--- src/rtl/oam_dma_engine_if.sv ---
// rtl/oam_dma_engine_if.sv - byte-wide memory port shared by the FF46 register and the DMA bus master
interface mem_if;
   logic [15:0] addr_select;
   logic [7:0]  write_value;
   logic        write_enable;
   logic [7:0]  read_out;

   modport master (output addr_select, output write_value, output write_enable, input read_out);
   modport slave  (input addr_select, input write_value, input write_enable, output read_out);
endinterface

--- src/rtl/oam_dma_engine.sv ---
// rtl/oam_dma_engine.sv - OAM DMA: copies BYTES bytes from {FF46,idx} into FE00+idx through the MMU
module oam_dma_engine #(
   parameter int BYTES   = 160,
   parameter int RD_WAIT = 1
) (
   input  logic   clk,
   input  logic   rst,
   mem_if.slave   mmio_dma_if,
   mem_if.master  dma_req,
   output logic   dma_active,
   output logic   dma_done
);

   localparam int WCW = (RD_WAIT > 1) ? $clog2(RD_WAIT) : 1;

   typedef enum logic [2:0] {S_IDLE, S_START, S_RD, S_WAIT, S_WR} state_t;

   state_t         state, nxt_state;
   logic [7:0]     src_hi, nxt_src;
   logic [7:0]     idx, nxt_idx;
   logic [7:0]     data_q, nxt_data;
   logic [WCW-1:0] wait_cnt, nxt_wait;
   logic           nxt_done;

   // The MMU has already decoded FF46; only the strobe matters here.
   logic unused_addr;
   assign unused_addr = ^mmio_dma_if.addr_select;

   assign mmio_dma_if.read_out = src_hi;

   // Folding E0-FF onto C0-DF keeps DMA reads away from OAM and IO.
   function automatic logic [7:0] fold_src(input logic [7:0] hi);
      return (hi >= 8'hE0) ? (hi & 8'hDF) : hi;
   endfunction

   always_comb begin
      nxt_state = state;
      nxt_src   = src_hi;
      nxt_idx   = idx;
      nxt_data  = data_q;
      nxt_wait  = wait_cnt;
      nxt_done  = 1'b0;
      if (mmio_dma_if.write_enable) begin
         nxt_src   = mmio_dma_if.write_value;
         nxt_state = S_START;
         nxt_idx   = 8'd0;
      end else begin
         case (state)
            S_IDLE:  nxt_state = S_IDLE;
            S_START: nxt_state = S_RD;
            S_RD: begin
               nxt_wait  = WCW'(RD_WAIT - 1);
               nxt_state = S_WAIT;
            end
            S_WAIT: begin
               if (wait_cnt == '0) begin
                  nxt_data  = dma_req.read_out;
                  nxt_state = S_WR;
               end else begin
                  nxt_wait = wait_cnt - 1'b1;
               end
            end
            S_WR: begin
               if (idx == 8'(BYTES - 1)) begin
                  nxt_state = S_IDLE;
                  nxt_done  = 1'b1;
               end else begin
                  nxt_idx   = idx + 8'd1;
                  nxt_state = S_RD;
               end
            end
            default: nxt_state = S_IDLE;
         endcase
      end
   end

   // Bus outputs are registered from the next-state decode so they line up with state.
   always_ff @(posedge clk or negedge rst) begin
      if (!rst) begin
         state                <= S_IDLE;
         src_hi               <= 8'hFF;
         idx                  <= 8'd0;
         data_q               <= 8'd0;
         wait_cnt             <= '0;
         dma_req.addr_select  <= 16'hFFFF;
         dma_req.write_value  <= 8'd0;
         dma_req.write_enable <= 1'b0;
         dma_active           <= 1'b0;
         dma_done             <= 1'b0;
      end else begin
         state      <= nxt_state;
         src_hi     <= nxt_src;
         idx        <= nxt_idx;
         data_q     <= nxt_data;
         wait_cnt   <= nxt_wait;
         dma_done   <= nxt_done;
         dma_active <= (nxt_state != S_IDLE);
         case (nxt_state)
            S_RD, S_WAIT: begin
               dma_req.addr_select  <= {fold_src(nxt_src), nxt_idx};
               dma_req.write_value  <= 8'd0;
               dma_req.write_enable <= 1'b0;
            end
            S_WR: begin
               dma_req.addr_select  <= 16'hFE00 + {8'd0, nxt_idx};
               dma_req.write_value  <= nxt_data;
               dma_req.write_enable <= 1'b1;
            end
            default: begin
               dma_req.addr_select  <= 16'hFFFF;
               dma_req.write_value  <= 8'd0;
               dma_req.write_enable <= 1'b0;
            end
         endcase
      end
   end

endmodule

--- src/flat_wrapper.sv ---
// flat-port wrapper written by rule: the top's interface ports become plain ports
module oam_dma_engine_flat 
#(
   parameter int BYTES   = 160,
   parameter int RD_WAIT = 1
)
  (clk, rst, dma_active, dma_done, mmio_dma_if_addr_select, mmio_dma_if_write_value, mmio_dma_if_write_enable, mmio_dma_if_read_out, dma_req_addr_select, dma_req_write_value, dma_req_write_enable, dma_req_read_out);
  mem_if mmio_dma_if_i ();
  mem_if dma_req_i ();
  input  logic clk;
  input  logic rst;
  output logic dma_active;
  output logic dma_done;
  input wire logic [$bits(mmio_dma_if_i.addr_select)-1:0] mmio_dma_if_addr_select;
  input wire logic [$bits(mmio_dma_if_i.write_value)-1:0] mmio_dma_if_write_value;
  input wire logic [$bits(mmio_dma_if_i.write_enable)-1:0] mmio_dma_if_write_enable;
  output wire logic [$bits(mmio_dma_if_i.read_out)-1:0] mmio_dma_if_read_out;
  output wire logic [$bits(dma_req_i.addr_select)-1:0] dma_req_addr_select;
  output wire logic [$bits(dma_req_i.write_value)-1:0] dma_req_write_value;
  output wire logic [$bits(dma_req_i.write_enable)-1:0] dma_req_write_enable;
  input wire logic [$bits(dma_req_i.read_out)-1:0] dma_req_read_out;
  assign mmio_dma_if_i.addr_select = mmio_dma_if_addr_select;
  assign mmio_dma_if_i.write_value = mmio_dma_if_write_value;
  assign mmio_dma_if_i.write_enable = mmio_dma_if_write_enable;
  assign mmio_dma_if_read_out = mmio_dma_if_i.read_out;
  assign dma_req_addr_select = dma_req_i.addr_select;
  assign dma_req_write_value = dma_req_i.write_value;
  assign dma_req_write_enable = dma_req_i.write_enable;
  assign dma_req_i.read_out = dma_req_read_out;
  oam_dma_engine #(.BYTES(BYTES), .RD_WAIT(RD_WAIT)) u_core (.clk(clk), .rst(rst), .mmio_dma_if(mmio_dma_if_i), .dma_req(dma_req_i), .dma_active(dma_active), .dma_done(dma_done));
endmodule
--- config.mk ---
export PLATFORM = sky130hd
export DESIGN_NAME = oam_dma_engine_flat
export DESIGN_NICKNAME = d
export VERILOG_FILES = /design/src/rtl/oam_dma_engine_if.sv /design/src/rtl/oam_dma_engine.sv /design/src/flat_wrapper.sv
export SDC_FILE = /design/constraint.sdc
export NUM_CORES = 1
export LEC_CHECK = 0
export ABC_AREA = 1
export CAP_MARGIN = 10
export CORE_UTILIZATION = 46
export CTS_CLUSTER_DIAMETER = 200
export DETAILED_ROUTE_END_ITERATION = 12
export GPL_TIMING_DRIVEN = 0
export PLACE_DENSITY_LB_ADDON = 0.2
export RECOVER_POWER = 50
export SLEW_MARGIN = 25
export SYNTH_ARGS = -nofsm -noshare
export SYNTH_HDL_FRONTEND = slang
export SYNTH_SLANG_ARGS = --single-unit
--- constraint.sdc ---
create_clock -name clk -period 3.6 [get_ports clk]
set_input_delay 1.08 -clock clk [delete_from_list [all_inputs] [get_ports clk]]
set_output_delay 1.08 -clock clk [all_outputs]
set_load 0.03 [all_outputs]
==> impl_metrics.csv <==
group,metric,value,unit
floorplan,coreArea,3799,sq um
cells_and_area,drive_above_1_share,0.1865,
detailed_routing,vias,1388,
sta,hold_viol_final,0,
pwr,ir_worst_vdd,0.3139,mV
global_route,grt_util_met3,0.05862,
yosys,synth_mux_area_frac,0,
place,hpwl,2461,microns
cells_and_area,regArea,1181,sq um
clock_tree,insertion_delay,0.30,ns
global_route,grt_overflow,0,
critical_path,path_depth,1,
worst_hold_path,hold_path_startpoint,"u_core.mmio_dma_if.read_out[5]$_DFF_PN1_",
sta,min_period_over_period,0.7166,
sta,setup-violations-final,0,
critical_path,critPathRequiredTime,2.52,ns
yosys,synthXorXnorAreaFrac,0.004654,
clock_tree,postCtsSetupRepairBufs,0,
sta,period_minus_slack,2.580,ns
clock_tree,numCtsBuffers,5,
clock_tree,ctsResizeCount,0,
sta,rsz0062_at_grt,"no",
floorplan,row_count,22,
pwr,p_leak,1.315,nW
outcome,outcome,"finished, final reports clean",
yosys,ys_ff_latch,46,
yosys,yosysSeqAreaShare,0.6277,
critical_path,cp_data_arrival_time,1.50,ns
sta,skew,0.008803,ns
critical_path,path_delay_family,"buffers and inverters",
yosys,synth_commonest_cells,"nand2_1, inv_1, dfstp_2",
sta,whs,0.4932,ns
yosys,synthTopCellsByArea,"dfstp_2, dfrtp_1, nand2_1",
global_route,grt_pass1_vias,1277,
worst_hold_path,min_path_cells,2,
critical_path,startpoint,"u_core.mmio_dma_if.read_out[0]$_DFF_PN1_",
detailed_routing,drt_iter0_markers,60,
global_route,grt_start_max_net_pins,27,
global_route,use_met1,0.2246,
yosys,netlist_area,1882,sq um
critical_path,slowest_stage,"clkdlybuf4s50_1",
clock_tree,root_buffer,"clkbuf_8",
clock_tree,cts_hold_buf,0,
floorplan,ioPinCount,70,
cells_and_area,multiInputGateArea,513.0,sq um
global_route,grt_pass1_wl,5733,microns
cells_and_area,post-route-util,0.6825,
floorplan,die_area,4351,sq um
global_route,top_usage_layer,"met2",
clock_tree,clock_sinks,46,
detailed_routing,wire_per_inst,11.26,microns
yosys,yosysMostFrequentCell,"nand2_1",
critical_path,path_max_fanout,2,
yosys,netlist_instances,191,
yosys,yosys.area.top_type_share,0.3351,
critical_path,path_buf_inv,1,
clock_tree,cts.clk_slew.worst_paths,0.08,ns
detailed_routing,drc,0,
floorplan,die_w,65.96,microns
critical_path,rr_startpoint,"u_core.idx[0]$_DFF_PN0_",
place,numPortBuffers,52,
critical_path,start_kind,"flip-flop",
floorplan,initial_utilization,0.4954,
yosys,yosys_warnings,0,
yosys,ys.flop_type,"dfstp_2",
yosys,synth-simple-area-share,0.2434,
yosys,synth_top_family_by_area,"simple AND/OR/NAND/NOR gates",
yosys,async_flop_share,1.000,
global_route,antenna_found_initial,0,
place,placed_area,2485,sq um
yosys,syn-num-nets,227,
critical_path,end_kind,"output pin",
yosys,synth_compound_area_frac,0.02460,
yosys,avgSynthCellArea,9.852,sq um
cells_and_area,n_fill_cell,318,
yosys,synthAdderAreaFrac,0.006649,
critical_path,cp_slowest_stage_delay,0.67,ns
critical_path,criticalPathCategory,"flip-flop to output pin",
global_route,grt.met2_usage,0.2883,
yosys,synth_edf_count,0,
place,gp_congestion,0.8036,
detailed_routing,vias_per_cell,4.627,
yosys,yosysUniqueCellTypes,24,
clock_tree,tritoncts,"yes",
floorplan,die_h,65.96,microns
clock_tree,htree_levels,2,
detailed_routing,drtPass1Iterations,4,
sta,max_freq,0.3876,GHz
worst_hold_path,hp-class,"flip-flop to flip-flop",
sta,slew_viol_final,0,
detailed_routing,drt_wl_total,3377,microns
cells_and_area,final_cells,300,
critical_path,crit_chain,"clkdlybuf4s50_1",
job,cap_violations,0,
cells_and_area,syn2layout_area_growth,37.77,%
cells_and_area,nets,287,
critical_path,reg2regPathDepth,9,
cells_and_area,diodes,0,
pwr,powerDensity,483.7,nW/um^2
detailed_routing,drtAntennaViolNets,0,
global_route,grt_use_total,0.1833,
cells_and_area,fin_area,2592,sq um
sta,max-slew-margin-rel,0.2234,
clock_tree,clk_path_buf_depth,2,
yosys,yosysTopAreaCell,"dfstp_2",
sta,setup_tns,0,ns
place,placed_cells,292,
sta,max_slew.worst_pin.slew,1.165,ns
-- logic make-up (layout without fill, tap and decap cells) --
family                   Yosys count  count (layout)
flip-flops                        46              46
AO/OA/AOI/OAI                      8               8
AND/OR/NAND/NOR                   93              93
XOR/XNOR                           1               1
buffers and inverters             42             103
adder cells (fa/ha/maj)            1               1
-- layout make-up --
class                      count  area share
buffer                         4    0.006274
clock buffer                   7     0.04151
clock inverter                 1     0.01158
inverter                      38     0.05502
multi-input combinational    103      0.1979
sequential                    46      0.4556
tap                           48     0.02317
timing repair buffer          53      0.2090
-- tightest hold or removal path, stage by stage (launching register included) --
cell	delay, ns
dfstp_2	0.37
nand2_1	0.05
nand2_1	0.06
-- worst paths after layout --
path                                                                  to  slack, ns
worst max register to register   u_core.dma_req.addr_select[7]$_DFF_PN1_       2.01
max in group asynchronous       u_core.mmio_dma_if.read_out[6]$_DFF_PN1_       1.84
worst min register to register  u_core.mmio_dma_if.read_out[5]$_DFF_PN1_       0.49
worst min-delay path            u_core.mmio_dma_if.read_out[5]$_DFF_PN1_       0.49
min in group asynchronous                        u_core.idx[3]$_DFF_PN0_       0.99
worst max-delay path                             mmio_dma_if_read_out[0]       1.02
-- registers in the layout, summed over array words and instances, names as in the netlist --
register                     count
u_core.mmio_dma_if.read_out      8
u_core.state                     3
u_core.idx                       8
u_core.dma_req.write_value       8
u_core.dma_done                  1
u_core.dma_req.addr_select      16
u_core.dma_active                1
u_core.dma_req.write_enable      1
-- cell usage in the layout, fill, tap and decap left out, types with 2 or more instances in the layout --
cell type / count
clkdlybuf4s50_1: 49
nand2_1: 42
inv_1: 37
dfstp_2: 24
dfrtp_1: 22
nand3_1: 18
nor2_1: 14
clkbuf_8: 6
o21ai_0: 5
or2_2: 5
clkbuf_1: 4
nand2_4: 4
nand4_1: 3
or2_1: 2
nand3b_1: 2
dlygate4sd3_1: 2
-- power breakdown --
group / total, mW / leakage, nW / switching (mW) / internal, mW
sequential: 0.589 / 0.550 / 0.0141 / 0.575
combinational: 0.230 / 0.695 / 0.136 / 0.0943
clock: 0.435 / 0.0696 / 0.167 / 0.268
total: 1.25 / 1.31 / 0.317 / 0.937
-- per-layer routing --
layer  wire length (microns)  vias up
li1                        -      689
met1                    1443      650
met2                    1680       43
met3                     206        6
met4                      47        0
met5                       0        -
-- stage by stage --
step	setup WS, ns	power [mW]
3_5_place_dp	1.335	0.8359
4_1_cts	0.9968	1.274
6_report	1.020	1.254
5_1_grt	0.9693	1.312
2_1_floorplan	1.738	0.7279
3_3_place_gp	0.3151	0.8298
No activity file was read; power rests on OpenSTA's default activity.
